==> src/rtl/card_pkg.sv <==
// Shared types and constants for the blackjack card datapath.
package card_pkg;

  typedef logic [3:0] card_t;

  localparam card_t CARD_EMPTY = 4'd0;
  localparam card_t CARD_ACE   = 4'd1;
  localparam card_t CARD_KING  = 4'd13;

  localparam int          MAX_CARDS = 9;
  localparam logic [3:0]  MAX_COUNT = 4'd9;

  // Which hand a draw is aimed at.
  localparam logic TGT_PLAYER = 1'b0;
  localparam logic TGT_DEALER = 1'b1;

  typedef enum logic [1:0] {
    ST_IDLE,
    ST_CLEAR,
    ST_DRAW,
    ST_DONE
  } dealer_state_t;

  // A raw 4-bit draw is a playable card only when it is Ace..King.
  function automatic logic card_valid(input card_t c);
    return (c >= CARD_ACE) && (c <= CARD_KING);
  endfunction

endpackage

==> src/rtl/SM_if.sv <==
// Hand slot bundle between the card dealer and the hand value calculator.
interface SM_if;
  card_pkg::card_t player_card_values [0:8];
  card_pkg::card_t dealer_card_values [0:8];

  modport out (output player_card_values, output dealer_card_values);
  modport in  (input  player_card_values, input  dealer_card_values);
endinterface

==> src/rtl/card_lfsr.sv <==
// 16-bit Galois LFSR (right shift, mask B400) used as the card source.
module card_lfsr #(
  parameter logic [15:0] SEED = 16'hACE1
) (
  input  logic        clk,
  input  logic        rst,
  input  logic        step,
  output logic [15:0] state
);

  localparam logic [15:0] MASK = 16'hB400;

  logic [15:0] state_q;
  logic [15:0] state_d;

  // Next value: shift right, fold the mask back in when a one falls out.
  always_comb begin
    state_d = state_q >> 1;
    if (state_q[0]) begin
      state_d = state_d ^ MASK;
    end
  end

  // State register; only advances when asked to.
  always_ff @(posedge clk or posedge rst) begin
    if (rst) begin
      state_q <= SEED;
    end else if (step) begin
      state_q <= state_d;
    end
  end

  assign state = state_q;

endmodule

==> src/rtl/card_dealer.sv <==
// Card dealer: clears and deals P,D,P,D on a new round, adds single cards on
// hits, and exposes both hands as registered slots for the value calculator.
module card_dealer
  import card_pkg::*;
#(
  parameter logic [15:0] SEED     = 16'hACE1,
  parameter bit          FREE_RUN = 1'b1
) (
  input  logic       clk,
  input  logic       rst,
  input  logic       deal_start,
  input  logic       player_hit,
  input  logic       dealer_hit,
  output logic       busy,
  output logic       done,
  output logic       hand_full,
  output logic [3:0] player_card_count,
  output logic [3:0] dealer_card_count,
  SM_if.out          card_if
);

  dealer_state_t state_q, state_d;
  logic          target_q, target_d;
  logic          is_deal_q, is_deal_d;
  logic [1:0]    accepts_q, accepts_d;
  logic          full_q, full_d;
  logic [3:0]    pcount_q, pcount_d;
  logic [3:0]    dcount_q, dcount_d;

  logic [15:0]   lfsr_state;
  logic          lfsr_step;
  logic          lfsr_unused;
  card_t         cand;
  logic          clear_en;
  logic          wr_player;
  logic          wr_dealer;

  // In deterministic mode the sequence only moves while drawing, so a given
  // seed always produces the same hands regardless of idle time.
  assign lfsr_step = FREE_RUN ? 1'b1 : (state_q == ST_DRAW);

  card_lfsr #(.SEED(SEED)) u_lfsr (
    .clk   (clk),
    .rst   (rst),
    .step  (lfsr_step),
    .state (lfsr_state)
  );

  // Only the low nibble is a card candidate; the rest is LFSR history.
  assign cand        = lfsr_state[3:0];
  assign lfsr_unused = ^lfsr_state[15:4];

  // Control state and hand counters.
  always_ff @(posedge clk or posedge rst) begin
    if (rst) begin
      state_q   <= ST_IDLE;
      target_q  <= TGT_PLAYER;
      is_deal_q <= 1'b0;
      accepts_q <= 2'd0;
      full_q    <= 1'b0;
      pcount_q  <= 4'd0;
      dcount_q  <= 4'd0;
    end else begin
      state_q   <= state_d;
      target_q  <= target_d;
      is_deal_q <= is_deal_d;
      accepts_q <= accepts_d;
      full_q    <= full_d;
      pcount_q  <= pcount_d;
      dcount_q  <= dcount_d;
    end
  end

  // Next-state, slot write enables and status outputs.
  always_comb begin
    state_d   = state_q;
    target_d  = target_q;
    is_deal_d = is_deal_q;
    accepts_d = accepts_q;
    full_d    = full_q;
    pcount_d  = pcount_q;
    dcount_d  = dcount_q;
    clear_en  = 1'b0;
    wr_player = 1'b0;
    wr_dealer = 1'b0;
    done      = 1'b0;
    hand_full = 1'b0;
    busy      = (state_q != ST_IDLE);

    case (state_q)
      ST_IDLE: begin
        full_d = 1'b0;
        if (deal_start) begin
          is_deal_d = 1'b1;
          state_d   = ST_CLEAR;
        end else if (player_hit) begin
          is_deal_d = 1'b0;
          target_d  = TGT_PLAYER;
          if (pcount_q >= MAX_COUNT) begin
            full_d  = 1'b1;
            state_d = ST_DONE;
          end else begin
            state_d = ST_DRAW;
          end
        end else if (dealer_hit) begin
          is_deal_d = 1'b0;
          target_d  = TGT_DEALER;
          if (dcount_q >= MAX_COUNT) begin
            full_d  = 1'b1;
            state_d = ST_DONE;
          end else begin
            state_d = ST_DRAW;
          end
        end
      end

      ST_CLEAR: begin
        clear_en  = 1'b1;
        pcount_d  = 4'd0;
        dcount_d  = 4'd0;
        target_d  = TGT_PLAYER;
        accepts_d = 2'd0;
        state_d   = ST_DRAW;
      end

      ST_DRAW: begin
        // A rejected candidate simply costs this cycle; the LFSR has moved on.
        if (card_valid(cand)) begin
          if (target_q == TGT_PLAYER) begin
            wr_player = (pcount_q < MAX_COUNT);
            if (wr_player) pcount_d = pcount_q + 4'd1;
          end else begin
            wr_dealer = (dcount_q < MAX_COUNT);
            if (wr_dealer) dcount_d = dcount_q + 4'd1;
          end
          if (is_deal_q) begin
            accepts_d = accepts_q + 2'd1;
            target_d  = ~target_q;
            if (accepts_q == 2'd3) state_d = ST_DONE;
          end else begin
            state_d = ST_DONE;
          end
        end
      end

      ST_DONE: begin
        done      = 1'b1;
        hand_full = full_q;
        state_d   = ST_IDLE;
      end

      default: begin
        state_d = ST_IDLE;
      end
    endcase
  end

  assign player_card_count = pcount_q;
  assign dealer_card_count = dcount_q;

  // One register per slot: written only when it is the next free slot of the
  // targeted hand, so the other hand and higher slots are never disturbed.
  for (genvar gi = 0; gi < MAX_CARDS; gi++) begin : g_slot
    card_t pslot_q;
    card_t dslot_q;

    // Player and dealer slot gi.
    always_ff @(posedge clk or posedge rst) begin
      if (rst) begin
        pslot_q <= CARD_EMPTY;
        dslot_q <= CARD_EMPTY;
      end else if (clear_en) begin
        pslot_q <= CARD_EMPTY;
        dslot_q <= CARD_EMPTY;
      end else begin
        if (wr_player && (pcount_q == 4'(gi))) pslot_q <= cand;
        if (wr_dealer && (dcount_q == 4'(gi))) dslot_q <= cand;
      end
    end

    assign card_if.player_card_values[gi] = pslot_q;
    assign card_if.dealer_card_values[gi] = dslot_q;
  end

endmodule

==> src/flat_wrapper.sv <==
// flat-port wrapper written by rule: the top's interface ports become plain ports
module card_dealer_flat import card_pkg::*;
#(
  parameter logic [15:0] SEED     = 16'hACE1,
  parameter bit          FREE_RUN = 1'b1
)
  (clk, rst, deal_start, player_hit, dealer_hit, busy, done, hand_full, player_card_count, dealer_card_count, card_if_player_card_values, card_if_dealer_card_values);
  SM_if card_if_i ();
  input  logic clk;
  input  logic rst;
  input  logic deal_start;
  input  logic player_hit;
  input  logic dealer_hit;
  output logic busy;
  output logic done;
  output logic hand_full;
  output logic [3:0] player_card_count;
  output logic [3:0] dealer_card_count;
  output wire logic [$bits(card_if_i.player_card_values)-1:0] card_if_player_card_values;
  output wire logic [$bits(card_if_i.dealer_card_values)-1:0] card_if_dealer_card_values;
  assign card_if_player_card_values = {>>{card_if_i.player_card_values}};
  assign card_if_dealer_card_values = {>>{card_if_i.dealer_card_values}};
  card_dealer #(.SEED(SEED), .FREE_RUN(FREE_RUN)) u_core (.clk(clk), .rst(rst), .deal_start(deal_start), .player_hit(player_hit), .dealer_hit(dealer_hit), .busy(busy), .done(done), .hand_full(hand_full), .player_card_count(player_card_count), .dealer_card_count(dealer_card_count), .card_if(card_if_i));
endmodule
==> config.mk <==
export PLATFORM = sky130hd
export DESIGN_NAME = card_dealer_flat
export DESIGN_NICKNAME = d
export VERILOG_FILES = /design/src/rtl/card_pkg.sv /design/src/rtl/SM_if.sv /design/src/rtl/card_lfsr.sv /design/src/rtl/card_dealer.sv /design/src/flat_wrapper.sv
export SDC_FILE = /design/constraint.sdc
export NUM_CORES = 1
export LEC_CHECK = 0
export ABC_AREA = 1
export BUFFER_PORTS_ARGS = -buffer_cell sky130_fd_sc_hd__buf_2
export CORE_MARGIN = 8
export CORE_UTILIZATION = 43
export CTS_CLUSTER_SIZE = 16
export DETAILED_ROUTE_END_ITERATION = 10
export SYNTH_ARGS = -nofsm -noshare
export SYNTH_HDL_FRONTEND = slang
export SYNTH_SLANG_ARGS = --single-unit
==> constraint.sdc <==
create_clock -name clk -period 3.9 [get_ports clk]
set_input_delay 0.78 -clock clk [delete_from_list [all_inputs] [get_ports clk]]
set_output_delay 0.78 -clock clk [all_outputs]
set_load 0.05 [all_outputs]
* Yosys cells after proc, flatten, opt, wreduce, memory -nomap -nowiden
Cells that the tools add are included.
Operators by class: add/subtract/negate cells 3, $lt $le $gt $ge 6, equal/unequal tests 30, muxes and demuxes 80, bitwise gates (word level) 2, reductions and logical operators 50
Operator list (number):
- 4-bit two-way mux | 42
- 2-bit nonzero test | 20
- 4-bit by 3-bit equality test with 1-bit output, second input constant | 8
- 1-bit two-way mux | 24
- 1-bit logical AND | 19
- 4-bit by 2-bit equality test with 1-bit output, second input constant | 4
- 16-bit two-way mux | 1
- 2-bit two-way mux | 8
- 4-bit case mux with 2 select lines | 2
- 2-bit by 1-bit != test with 1-bit output, second input constant | 5
- 4-bit by 1-bit adder with 4-bit output, second input constant | 2
- 4-bit by 1-bit equality test with 1-bit output, second input constant | 2
- 4-bit equality test, second input constant | 2
- 4-bit greater-or-equal comparator, second input constant | 2
- 4-bit logical NOT | 2
- 4-bit less-than comparator, second input constant | 2
- 2-bit case mux with 4 select lines | 1
- 4-bit AND reduction | 2
- 2-bit equality test, second input constant | 3
- 3-bit != test, second input constant | 2
- 3-bit AND reduction | 2
- 3-bit nonzero test | 2
- 5-bit AND reduction | 1
- 4-bit by 1-bit greater-or-equal comparator with 1-bit output, second input constant | 1
- 11 further kinds | 12
Storage, ports and cells: flip-flop bits (word level) 103, output and inout port bits 83, word-level logic and storage cells 197

* Logic depth before layout (Yosys ltp)
Gate-level depths: netlist of run 1.
depth in word-level cells 7, gate-level depth with buffers 10

* Hierarchy
Synthesis of run 1 repeated with hierarchy kept, for this count alone.
Second synthesis, totals: cell total of the unflattened synthesis 626, area total of the unflattened synthesis 5127.4 um2
By module, submodules not included:
- card_dealer | times used 1, cells each 542, area an instance 4345.4 um2
- card_lfsr | times used 1, cells each 84, area an instance 782.0 um2

* Worst setup path before layout of run 1
No wires, ideal clock.
path type reg2out, start register u_core.state_q[0], end output port hand_full, data arrival time 1270 ps, setup slack 1850 ps, stages on the path, launching flop included 4, buffers on the path 0, cell sequence dfrtp_1 ha_1 nand2_1 inv_1
Between the ends: word-level cells in the longest chain between the ends 2
RTL lines:
- start, declared | RTL line card_dealer.sv:22 | dealer_state_t state_q, state_d;
- start signal, assigned | RTL line card_dealer.sv:64 | state_q <= state_d;
- 2-bit equality test | RTL line card_dealer.sv:90 | case (state_q)
- 1-bit two-way mux | RTL line card_dealer.sv:90
- end, declared | RTL line flat_wrapper.sv:16 | output logic hand_full;
No other way between the ends.

* Worst setup path in the final report of run 1
start register u_core.state_q[0], end register u_core.g_slot[1].pslot_q[1]
Between the ends: word-level cells in the longest chain between the ends 4, elaborated cells between the ends (all ways) 7, those cells by class eq/ne: 2; mux: 3; reduce/logical: 2
RTL lines:
- 2-bit equality test | RTL line card_dealer.sv:90
- 1-bit two-way mux | RTL line card_dealer.sv:90
- 1-bit logical AND | RTL line card_dealer.sv:176 | if (wr_player && (pcount_q == 4'(gi))) pslot_q <= cand;
- 2-bit nonzero test (no line)
- end signal, assigned | RTL line card_dealer.sv:176
- end, declared | RTL line card_dealer.sv:164 | card_t pslot_q;
Several ways; a longest one is shown, not always the timed one. A chain may end at the register's enable or synchronous reset.

==> results of run 1 <==
==> synth_stat cells <==
master and instances:
a21oi_1 3, nor2_4 1, nand3b_1 1, o21ai_0 13, a21oi_2 2, nor2_1 25
ha_1 14, xor2_1 5, nor2_2 4, nand4_1 2, buf_2 2, o21bai_1 2
nand2_4 1, nand3_1 174, nand2_1 131, dfrtp_1 95, inv_1 31, buf_1 7
inv_2 4, clkbuf_1 5, buf_4 5, dfstp_2 8, buf_6 3
==> flip-flops by register name, indices dropped and copies added, names as in the netlist <==
name and count:
u_core.player_card_count 4, u_core.dealer_card_count 4, u_core.target_q 1, u_core.state_q 2
u_core.is_deal_q 1, u_core.u_lfsr.state 16, u_core.g_slot.dslot_q 36, u_core.accepts_q 2
u_core.full_q 1, u_core.g_slot.pslot_q 36
==> cell families after synthesis <==
group / after synthesis / synth area share, %
AO/OA/AOI/OAI: 20 / 2.40
XOR/XNOR: 5 / 0.932
adder cells (fa/ha/maj): 14 / 3.73
buffers and inverters: 57 / 5.48
flip-flops: 103 / 55.0
AND/OR/NAND/NOR: 339 / 32.4
==> critical path: cells and delay by family, from the launching register on <==
| kind | cells | cell delay, ps |
|---|---|---|
| adders and majority gates | 1 | 510 |
| and+or+nand+nor | 5 | 800 |
| buffers and inverters | 3 | 580 |
| DFF | 1 | 420 |
==> cell usage in the layout, fill, tap and decap left out, types with 2 or more instances in the layout <==
master,Yosys,routed
buf_2,2,87
inv_2,4,4
nand4_1,2,2
nor2_2,4,5
a21oi_2,2,2
dfrtp_1,95,95
clkinv_2,0,3
bufinv_16,0,2
nand3_1,174,174
o21bai_1,2,2
nor2_1,25,24
inv_1,31,30
xor2_1,5,5
nand2_1,131,131
ha_1,14,14
buf_4,5,3
clkbuf_8,0,9
dfstp_2,8,8
o21ai_0,13,13
a21oi_1,3,3
==> worst paths after layout <==
check	from	end	slack (ps)	cells past startpoint
setup / recovery	u_core.state_q[0]	u_core.g_slot[1].pslot_q[1]	1520	9
hold / removal	u_core.u_lfsr.state[4]	u_core.u_lfsr.state[3]	360	0
setup reg to reg	u_core.state_q[0]	u_core.g_slot[1].pslot_q[1]	1520	9
hold reg to reg	u_core.u_lfsr.state[4]	u_core.u_lfsr.state[3]	360	0
max in group asynchronous	rst	u_core.g_slot[5].pslot_q[3]	2490	3
min in group asynchronous	rst	u_core.g_slot[1].dslot_q[2]	620	2
==> layout make-up <==
cell class	instances	area, um^2
Multi-Input combinational cell	378	1860
Inverter	35	134
Timing Repair Buffer	90	458
Sequential cell	103	2590
Fill cell	1046	5320
Tap cell	140	175
Clock inverter	6	83.8
Clock buffer	10	128
==> metal layers <==
metal | vias to the layer above | track usage, % | wire, um
met3 | 11 | 4.66 | 878
li1 | 1934 | - | -
met2 | 101 | 26.7 | 5840
met4 | 0 | 7.03 | 153
met5 | - | 0 | 0
met1 | 1920 | 22.8 | 5430
==> power breakdown <==
group	leakage (nW)	internal [mW]	total [mW]	switching, mW
Combinational	1.64	0.00311	0.0259	0.0227
Sequential	1.39	1.07	1.07	0
Clock	0.110	0.361	0.730	0.369
Total	3.14	1.43	1.82	0.392
==> stage by stage <==
stage	power (mW)	worst slack, ps	instance area (um^2)
4_1_cts	1.84	1540	5420
3_3_place_gp	1.12	1620	5210
6_report	1.82	1520	5420
5_1_grt	1.88	1220	5420
2_1_floorplan	1.10	429	4700
3_5_place_dp	1.12	1560	5210
==> flow_summary.ini, run 1 <==
[sta]
timing.fmax_mhz = 420
holdWs_ps = 357
setup-violations-final = 0
worst_pin_slew_ps = 1190
maxSlewViolCount = 0
final-hold-violation-count = 0
grt_setup_unrepaired = no
layout_min_cycle_time_ps = 2380
min_period_over_period_pct = 61.0
maxSlewHeadroom_pct = 20.4
tns_ps = 0
finClkSkew_ps = 12.0

[clock_network]
cts.path.max_buffers = 2
cts_hold_buf = 0
numCtsBuffers = 9
clk_latency_ps = 370
ctsResizeCount = 0
clock_sinks = 103
cts_tree = done
cts_max_level = 3
cts_setup_buffers = 0
path_clk_slew_ps = 90
root_buffer = clkbuf_8

[logic_synthesis]
synth.top_cell.area_share_pct = 50.6
synth_area_um2 = 4700
syn_inst = 538
ys_seq_area_share_pct = 55.0
synth_nets = 557
ys_types = 23
synthTopCellsByArea = dfrtp_1 51%, nand3_1 19%, nand2_1 10%, dfstp_2 4.5%, ha_1 3.7%
yosysTopAreaCell = dfrtp_1
yosysWarnings = 0
ys_ff_latch = 103
syn_avg_cell_area_um2 = 8.74

[worst_setup_path]
max_stage_delay_ps = 510
arrival_ps = 2680
path_cells = inv_1 -> ha_1 -> nand2_1 -> inv_1 -> nand2_1 -> nor2_2 -> buf_4 -> nand3_1 -> nand2_1
end_kind = flop
crit_top_cell = nand2_1
critPathRequiredTime_ps = 4210
cp_slowest_cell = ha_1
worstSetupPathType = reg -> reg
critPathLaunchType = flop
crit_path_max_fanout = 28

[layout]
drive_gt1_share_pct = 20.4
syn_to_final_growth_pct = 15.4
finalCoreUtilization_pct = 50.5
insertedDiodeCount = 0
fin_nets = 636
instances_no_fill = 762

[placement]
gp_congestion = 0.825
port_buffers = 87
dpl.cell_count = 746
dp_hpwl_mm = 8.53

[global_routing]
grt_pass1_vias = 3827
grt_max_degree = 80
grtUsageTotal_pct = 17.4
grt_first_pass_wirelength_mm = 20.2
antenna_found_initial = 0
grt.overflow.total = 0

[detailed_routing]
drt_iter0_drc = 419
drc = 0
routed_wl_mm = 12.3
detail_route.first_pass.iterations = 5
num_vias = 3966
post_drt_wl_per_cell_um = 16.1
viasPerCell = 5.20
antenna_left = 0

[die]
dieWidth_um = 121
core-area_um2 = 10700
fp-row-count = 38
die_h_um = 121
die_area_um2 = 14500
ioPinCount = 88
start_util_pct = 43.7

[power]
peakVddDrop_v = 0.000138
p_per_area_nw_per_um2 = 336
p_leak_nw = 3.14

[worst_hold_path]
hold_class = reg -> reg

[job]
drv_cap = 0

[outcome]
outcome = completed
(Power assumes the default switching activity.)
==> run 2, diff against run 1 <==
--- a/config.mk
+++ b/config.mk
@@ -5,7 +5,7 @@
 export SDC_FILE = /design/constraint.sdc
 export NUM_CORES = 1
 export LEC_CHECK = 0
-export ABC_AREA = 1
+export ABC_AREA = 0
 export BUFFER_PORTS_ARGS = -buffer_cell sky130_fd_sc_hd__buf_2
 export CORE_MARGIN = 8
 export CORE_UTILIZATION = 43
==> constraint.sdc (replaced) <==
create_clock -name clk -period 2.2 [get_ports clk]
set_input_delay 0.44 -clock clk [delete_from_list [all_inputs] [get_ports clk]]
set_output_delay 0.44 -clock clk [all_outputs]
set_load 0.05 [all_outputs]
==> flow_summary.ini, run 2 <==
[worst_setup_path]
critPathLaunchType = flop
critPathRequiredTime_ps = 2440
reg2regPathDepth = 6
reg2reg_to = u_core.g_slot[8].pslot_q[0]
end_kind = flop
crit_path_max_fanout = 6
worstSetupPathType = reg -> reg
r2r-start = u_core.player_card_count[0]
r2r_slack_ps = 130
arrival_ps = 2300

[job]
drv_cap = 0

[layout]
fin_nets = 538
final_common_cell = dfrtp_1
num-fill-cells = 988
insertedDiodeCount = 0
mostFrequentLayoutCells = 95 x dfrtp_1, 87 x buf_2, 77 x mux2i_1
drive_gt1_share_pct = 31.5
syn_to_final_growth_pct = 21.1
final_area_um2 = 5770

[power]
p_leak_nw = 3.17
peakVddDrop_v = 0.000375
p_per_area_nw_per_um2 = 547

[placement]
placed_area_um2 = 5560
gp_congestion = 0.796
dp_hpwl_mm = 8.33
port_buffers = 87

[sta]
finClkSkew_ps = 14.6
timing.fmax_mhz = 484
grt_setup_unrepaired = no
maxSlewViolCount = 0
worst_pin_slew_ps = 696
maxSlewHeadroom_pct = 53.6
final-hold-violation-count = 0
tns_ps = 0
layout_min_cycle_time_ps = 2070
setup-violations-final = 0
min_period_over_period_pct = 93.9

[die]
ioPinCount = 88
start_util_pct = 44.0
fp-row-count = 38
dieWidth_um = 121
core-area_um2 = 10800
die_area_um2 = 14700
die_h_um = 121

[detailed_routing]
drt_iter0_drc = 232
drc = 0
post_drt_wl_per_cell_um = 17.7
routed_wl_mm = 11.7
detail_route.first_pass.iterations = 4
viasPerCell = 5.24
antenna_left = 0
num_vias = 3481

[global_routing]
grt.overflow.total = 0
grt_max_degree = 104
antenna_found_initial = 0
grtUsageTotal_pct = 16.9
grt_first_pass_wirelength_mm = 19.7
grt_pass1_vias = 3638

[logic_synthesis]
syn_avg_cell_area_um2 = 11.6
yosysWarnings = 0
synth.top_cell.area_share_pct = 49.9
ys_seq_area_share_pct = 54.3
ys_ff_latch = 103
yosysTopAreaCell = dfrtp_1
synth_area_um2 = 4770
syn_inst = 412
async_flop_share_pct = 100
yosysMostFrequentCell = dfrtp_1
synth-edff-count = 0
synthTopCellsByCount = 95 x dfrtp_1, 77 x mux2i_1, 76 x nor2_1, 23 x clkbuf_1
ys_types = 45
synthTopCellsByArea = dfrtp_1 50%, mux2i_1 16%, nor2_1 6.0%, dfstp_2 4.4%, ha_1 3.7%
synthFlopType = dfrtp_1
synth_nets = 431

[clock_network]
clock_sinks = 103
path_clk_slew_ps = 110
cts.path.max_buffers = 2
clk_latency_ps = 370
cts_tree = done
ctsResizeCount = 0
root_buffer = clkbuf_8
cts_max_level = 3
numCtsBuffers = 9
cts_hold_buf = 0
cts_setup_buffers = 0

[worst_hold_path]
hold_class = in -> async

[outcome]
outcome = completed
-- run 2: cell count changes in the layout (fill, tap and decap cells not counted), moves of 10 or more --
cell / change
nand2_1: -117
nor2_1: +52
mux2i_1: +77
inv_1: -17
buf_4: +33
o21ai_0: -10
nand3_1: -170
-- run 2: worst max-delay path: stages (launching register included) --
cell	delay [ps]
dfrtp_1	460
inv_1	130
ha_1	270
nand4bb_1	160
or4b_1	630
mux2i_1	220
nor2_1	60
-- run 2: worst max path at each step --
stage / start / to / slack [ps] / cells after the start
after floorplan: u_core.player_card_count[0] / u_core.g_slot[3].pslot_q[0] / 10 / 5
after global placement: u_core.state_q[0] / u_core.g_slot[8].pslot_q[2] / 170 / 6
after detailed placement: u_core.state_q[0] / u_core.g_slot[8].pslot_q[0] / 120 / 6
after CTS: u_core.state_q[0] / u_core.g_slot[8].pslot_q[0] / 70 / 6
after global routing: u_core.player_card_count[0] / u_core.g_slot[8].pslot_q[0] / 10 / 6
final: u_core.player_card_count[0] / u_core.g_slot[8].pslot_q[0] / 130 / 6
-- run 2: layer usage --
layer	track usage [%]	part of all wire [%]	vias up
met5	0	0	-
met4	6.17	0.95	0
met3	3.77	5.6	9
met2	26.4	48	82
met1	22.6	46	1746
li1	-	-	1644
-- run 2: cell families (layout without fill, tap and decap cells) --
family,count (synthesis),count (layout),share of synthesized area (%)
compound gates,23,23,3.17
xor+xnor,3,3,0.551
flops,103,103,54.3
mux,79,79,16.6
simple gates,147,147,18.2
fa+ha+maj,14,14,3.67
buf+inv,43,155,3.54
-- run 2: power by group --
group / switching, mW / total, mW / leakage (nW) / internal (mW)
Sequential: 0.00109 / 1.89 / 1.40 / 1.89
Clock: 0.748 / 1.21 / 0.106 / 0.463
Combinational: 0.0412 / 0.0502 / 1.67 / 0.00896
-- run 2: per-stage QoR --
stage / setup slack [ps] / util, % / total power [mW] / hold WS (ps) / std cells
after global routing: 10.8 / 53.3 / 3.30 / 253 / 664
after floorplan: 12.6 / - / 1.96 / 331 / 412
final: 134 / 53.3 / 3.16 / 213 / 664
after CTS: 72.0 / 53.2 / 3.21 / 221 / 664
after detailed placement: 120 / 51.3 / 1.99 / 337 / 648
after global placement: 173 / 51.3 / 1.98 / 334 / 648
-- run 2: area by class of cell --
cell class / count / area [um^2] / area share [%]
clock buffers: 9 / 124 / 2.15
flip-flops and latches: 103 / 2590 / 44.8
clock inverters: 7 / 83.8 / 1.45
inverters: 15 / 60.1 / 1.04
well taps: 140 / 175 / 3.03
repair buffers: 124 / 726 / 12.6
multi-input cells: 266 / 2020 / 34.9
